**src/rtl/led_event_scheduler.sv**
```systemverilog
// Display-event arbiter between the door-lock FSM and the RGB LED driver.
// Optional error escalation to alarm: define LED_SCHED_ESCALATE_EN.
module led_event_scheduler #(
  parameter logic [27:0] TICK_DIV  = 28'd4,
  parameter logic [7:0]  OK_TICKS  = 8'd3,
`ifdef LED_SCHED_ESCALATE_EN
  parameter logic [7:0]  ESC_TICKS = 8'd4,
`endif
  parameter logic [7:0]  ERR_TICKS = 8'd2
) (
  input  logic       clk_in,
  input  logic       idle,
  input  logic       armed,
  input  logic       req_ok,
  input  logic       req_err,
  input  logic       req_alarm,
  output logic [2:0] led_rgb,
  output logic       rgb_toggle,
  output logic       busy,
  output logic [1:0] event_id
);

  // Zero-valued parameters behave as 1.
  localparam logic [27:0] DIV_M1 = (TICK_DIV  == 28'd0) ? 28'd0 : TICK_DIV  - 28'd1;
  localparam logic [7:0]  OK_M1  = (OK_TICKS  == 8'd0)  ? 8'd0  : OK_TICKS  - 8'd1;
  localparam logic [7:0]  ERR_M1 = (ERR_TICKS == 8'd0)  ? 8'd0  : ERR_TICKS - 8'd1;

  // Encoding doubles as event_id.
  typedef enum logic [1:0] {
    S_DEF   = 2'd0,
    S_OK    = 2'd1,
    S_ERR   = 2'd2,
    S_ALARM = 2'd3
  } state_t;

  state_t      state_q, state_d;
  logic [27:0] presc_q;
  logic [7:0]  tcnt_q;
  logic        pend_ok_q, pend_ok_d;
  logic        pend_err_q, pend_err_d;
  logic        tick, ev_done, restart, arb, want_ok, want_err;
  logic        esc_fire, esc_stay;

  assign tick     = (presc_q == DIV_M1);
  assign want_ok  = req_ok  | pend_ok_q;
  assign want_err = req_err | pend_err_q;

`ifdef LED_SCHED_ESCALATE_EN
  localparam logic [7:0] ESC_M1 = (ESC_TICKS == 8'd0) ? 8'd0 : ESC_TICKS - 8'd1;

  logic [1:0] err_cnt_q;
  logic       esc_hold_q;
  logic       esc_done;

  assign esc_fire = req_err && (err_cnt_q == 2'd2) && (state_q != S_ALARM);
  assign esc_done = esc_hold_q && tick && (tcnt_q == ESC_M1);
  assign esc_stay = esc_hold_q && !esc_done;

  // Counts every req_err pulse outside ALARM, absorbed ones included.
  always_ff @(posedge clk_in) begin
    if (idle) begin
      err_cnt_q  <= 2'd0;
      esc_hold_q <= 1'b0;
    end else begin
      if (esc_fire || state_q == S_ALARM) err_cnt_q <= 2'd0;
      else if (req_ok)                    err_cnt_q <= {1'b0, req_err};
      else if (req_err)                   err_cnt_q <= err_cnt_q + 2'd1;

      if (esc_fire)      esc_hold_q <= 1'b1;
      else if (esc_done) esc_hold_q <= 1'b0;
    end
  end
`else
  assign esc_fire = 1'b0;
  assign esc_stay = 1'b0;
`endif

  always_comb begin
    // NOTE: every comb output gets a default first so no path infers a latch.
    state_d    = state_q;
    pend_ok_d  = pend_ok_q;
    pend_err_d = pend_err_q;
    restart    = 1'b0;
    arb        = 1'b0;
    unique case (state_q)
      S_OK:    ev_done = tick && (tcnt_q == OK_M1);
      S_ERR:   ev_done = tick && (tcnt_q == ERR_M1);
      default: ev_done = 1'b0;
    endcase

    if (req_alarm || esc_fire) begin
      state_d    = S_ALARM;
      pend_ok_d  = 1'b0;
      pend_err_d = 1'b0;
    end else begin
      unique case (state_q)
        S_ALARM: if (!esc_stay) state_d = S_DEF;
        S_OK: begin
          if (ev_done) arb = 1'b1;
          else if (req_err) begin
            state_d   = S_ERR;
            pend_ok_d = req_ok;
          end else if (req_ok) restart = 1'b1;
        end
        S_ERR: begin
          if (ev_done) arb = 1'b1;
          else begin
            if (req_err) restart   = 1'b1;
            if (req_ok)  pend_ok_d = 1'b1;
          end
        end
        default: arb = 1'b1;
      endcase

      // Completion / idle arbitration: pending flags compete with new requests.
      if (arb) begin
        if (want_err) begin
          state_d    = S_ERR;
          pend_err_d = 1'b0;
          pend_ok_d  = want_ok;
        end else if (want_ok) begin
          state_d   = S_OK;
          pend_ok_d = 1'b0;
        end else begin
          state_d = S_DEF;
        end
      end
    end
  end

  always_ff @(posedge clk_in) begin
    // NOTE: sequential state uses non-blocking assignments only.
    if (idle) begin
      state_q    <= S_DEF;
      pend_ok_q  <= 1'b0;
      pend_err_q <= 1'b0;
      presc_q    <= 28'd0;
      tcnt_q     <= 8'd0;
    end else begin
      state_q    <= state_d;
      pend_ok_q  <= pend_ok_d;
      pend_err_q <= pend_err_d;
      if (restart || arb || state_d != state_q || state_d == S_DEF) begin
        presc_q <= 28'd0;
        tcnt_q  <= 8'd0;
      end else if (tick) begin
        presc_q <= 28'd0;
        tcnt_q  <= (tcnt_q == 8'hFF) ? tcnt_q : tcnt_q + 8'd1;
      end else begin
        presc_q <= presc_q + 28'd1;
      end
    end
  end

  // NOTE: outputs are decoded from the next state so they change on the same edge as the state.
  always_ff @(posedge clk_in) begin
    if (idle) begin
      led_rgb    <= 3'b000;
      rgb_toggle <= 1'b0;
      busy       <= 1'b0;
      event_id   <= 2'd0;
    end else begin
      event_id <= state_d;
      unique case (state_d)
        S_OK:    begin led_rgb <= 3'b010; rgb_toggle <= 1'b0; busy <= 1'b1; end
        S_ERR:   begin led_rgb <= 3'b011; rgb_toggle <= 1'b1; busy <= 1'b1; end
        S_ALARM: begin led_rgb <= 3'b001; rgb_toggle <= 1'b1; busy <= 1'b1; end
        default: begin
          led_rgb    <= armed ? 3'b100 : 3'b000;
          rgb_toggle <= 1'b0;
          busy       <= 1'b0;
        end
      endcase
    end
  end

endmodule
```
**config.mk**
```make
export PLATFORM = sky130hd
export DESIGN_NAME = led_event_scheduler
export DESIGN_NICKNAME = d
export VERILOG_FILES = /design/src/rtl/led_event_scheduler.sv
export SDC_FILE = /design/constraint.sdc
export NUM_CORES = 1
export LEC_CHECK = 0
export ABC_AREA = 1
export CAP_MARGIN = 20
export CORE_MARGIN = 5
export CORE_UTILIZATION = 37
export CTS_BUF_LIST = sky130_fd_sc_hd__clkbuf_4
export CTS_CLUSTER_DIAMETER = 40
export DETAILED_ROUTE_END_ITERATION = 8
export GPL_TIMING_DRIVEN = 0
export PLACE_DENSITY = 0.59
export SLEW_MARGIN = 20
export SYNTH_ARGS = -nofsm -noshare
export SYNTH_HDL_FRONTEND = slang
export SYNTH_SLANG_ARGS = --single-unit
```
**constraint.sdc**
```tcl
create_clock -name clk_in -period 2.5 [get_ports clk_in]
set_input_delay 0.5 -clock clk_in [delete_from_list [all_inputs] [get_ports clk_in]]
set_output_delay 0.5 -clock clk_in [all_outputs]
set_load 0.02 [all_outputs]
```
==> impl_results.md <==
- Layout area overhead: 22.66%
- Gate Count Post-Synth: between 300 and 400
- Most frequent cells in the layout: inv_1, nand2_1, nor2_1
- Final count of hold timing violations: 0
- Tcrit/Tclk final: 97.83%
- Worst hold path type: input pin to register
- Io pins: 13
- Die H: between 90 and 100 um
- Cell variety after synth: 29
- Core footprint: between 0.006 and 0.007 mm2
- Iter 0 DRT Violations: 61
- Max clock buf depth: 2
- Design area: 0.003177 mm2
- Hold_buf cts: 0
- Core Util, Final: a little under half
- Nets: 406
- Worst rel slew slack: between 70% and 80%
- Crit path launch: event_id[0]
- Synth Net Count: approximately 360
- Post-DP Area: around 0.0028 mm2
- Drt drc: 0
- Arrival @ worst endpoint: 2740 ps
- CTS root buffer: clkbuf_4
- N_diodes: 0
- Setup CP Type: register to register
- Sink Count: 44
- Total GRT Usage: between 10% and 20%
- Leading area contributor after synthesis: dfxtp_1
- Commonest non-fill, non-tap cell in the layout: inv_1
- Element type at the critical path start: register
- Synth Register Bits: 44
- DR vias/cell: around 4.3
- DPL Wire Length: ~3300 um
- Peak supply drop: 311.3 uV
- CP Capture Type: register
- Vias in the first global route: between 2,000 and 2,500
- Yosys top cell area share: roughly a third
- # setup viols final: 0
- Total power: 1.405 mW
- Mapped cell area: about 0.0026 mm2
- IO buf count: 11
- Largest net degree at the start of global routing: 14
- Die area: approximately 0.0088 mm2
- Wire per inst: 9.879 um
- Row Count: 30
- Final WL: 4821 um
- Final slew viol count: 0
- Yosys Warn Count: 0
- DR vias: about 2,100
- Avg Inst Size Synth: 7.442 um2
- Share of post-route cells with drive strength above 1: between 20% and 30%
- Non-Filler Instances: 488
- CTS tree: done
- Post-layout min period: roughly 2400 ps
- Initial Util: a little under two fifths
- Post-synthesis sequential area ratio: between 30% and 40%
- Post-DRT Antenna Nets: 0
- Peak Freq: between 0.4 and 0.5 GHz
- Die W: around 94 um
- Reg2Reg Launch Point: event_id[0]
- Worst min-delay path startpoint: idle
- Placed insts: between 400 and 500
- Congestion Overflow GR: 0
- Drt first pass iters: 4
- Placer congestion estimate: approximately 0.84
- Status: finished, final reports clean
- H-tree depth: 2
- Critical-path maximum fanout: 6
- Initial antenna violation count: 0
- Clk Latency, worst-skew pair: ~350 ps
- First-pass GRT wire length: approximately 8600 um
- Worst Tran Pin Value: roughly 450 ps
- Clock Skew: 12.19 ps
- Leakage: 1.159 nW
- Synth area leaders: dfxtp_1, xor2_1, nor2_4, inv_1, nand2_1
- RSZ-0062 raised after global routing: yes
- Worst path required time: about 2800 ps
- Worst-path clk slew: 120 ps
- Post-route setup TNS: 0 ps
- Pwr dens: roughly 440 mW/mm2
- Max-cap violations: 0
- CTS Buf Count: 5
==> final timing paths <==
path / endpoint / slack [ps] / cells past startpoint
min reg2reg: presc_q[0] / 530 / 2
max reg2reg: presc_q[3] / 50 / 19
min: event_id[0] / 520 / 2
max: presc_q[3] / 50 / 19
==> where the power goes <==
part / total, mW / switching [mW] / internal (mW) / leakage (nW)
clock: 0.334 / 0.219 / 0.115 / 0.0307
combinational: 0.346 / 0.182 / 0.164 / 0.770
sequential: 0.724 / 0.00790 / 0.717 / 0.359
total: 1.41 / 0.409 / 0.996 / 1.16
==> critical path, stage by stage (launching register included) <==
cell and delay [ps]:
dfxtp_4 380, inv_4 40, ha_4 150, or2_0 190, nand3_1 80, nor2_2 60, nand3_4 80, nand2_4 90
buf_6 130, nor2_4 90, o21ai_2 70, nand2_2 90, inv_2 50, ha_4 160, nor2_4 100, nand3_2 100
nor2_4 110, nand3_4 130, buf_8 180, nor2_4 100
==> cell usage after synthesis, drive strengths merged <==
master / number
inv: 67
nand4: 3
buf: 2
dfxtp: 44
xor2: 28
clkbuf: 1
mux2: 1
nand3b: 1
o21ai: 6
nand2: 59
nand3: 24
xnor2: 1
a31oi: 1
a21boi: 1
nor2: 78
or2: 3
and2: 1
ha: 9
nor3: 14
a21oi: 4
==> flip-flops by register name (all words and copies together), names as in the netlist <==
| name | cells |
|---|---|
| busy | 1 |
| led_rgb | 3 |
| event_id | 2 |
| rgb_toggle | 1 |
| pend_ok_q | 1 |
| presc_q | 28 |
| tcnt_q | 8 |
==> cells by family (layout without fill, tap and decap cells) <==
group,count (synthesis),after routing,share of synthesized area [%]
adders and majority gates,9,9,4.348
DFF,44,44,34.01
AOI/OAI and AO/OA,12,12,2.609
muxes,1,1,0.4348
and+or+nand+nor,183,183,37.39
xor gates and xnor gates,29,29,9.807
buffers and inverters,70,114,11.40
==> through the flow <==
stage	worst slack (ps)	hold slack, ps
4_1_cts	-88.64	453.1
3_3_place_gp	-298.9	475.7
2_1_floorplan	5.106	458.0
5_1_grt	-100.9	521.7
6_report	54.21	524.7
3_5_place_dp	-332.3	477.5
==> timing repair <==
action,4_1_cts,5_1_grt
setup buffers,23,5
endpoints found under the setup margin,36,39
pin swaps,13,12
endpoints found under the hold margin,0,0
gates resized for setup,27,8
cloned,2,0
==> routing by layer <==
| metal | global-route usage (%) | vias to the layer above | share of wire (%) |
|---|---|---|---|
| met3 | 2.885 | 4 | 2.8 |
| met5 | 0 | - | 0 |
| li1 | - | 1141 | - |
| met1 | 14.57 | 928 | 47 |
| met2 | 20.85 | 20 | 48 |
| met4 | 5.054 | 0 | 1.5 |
==> final cells by class <==
cell class              instances  area (um2)
multi-input cells             234        1510
inverters                      67       254.0
plain buffers                   1       3.754
flip-flops and latches         44       893.4
clock buffers                   6       45.04
clock inverters                 2       7.507
repair buffers                 38       342.8
fillers                       676        3617
well taps                      96       120.1
No activity file was read; power rests on OpenSTA's default activity.
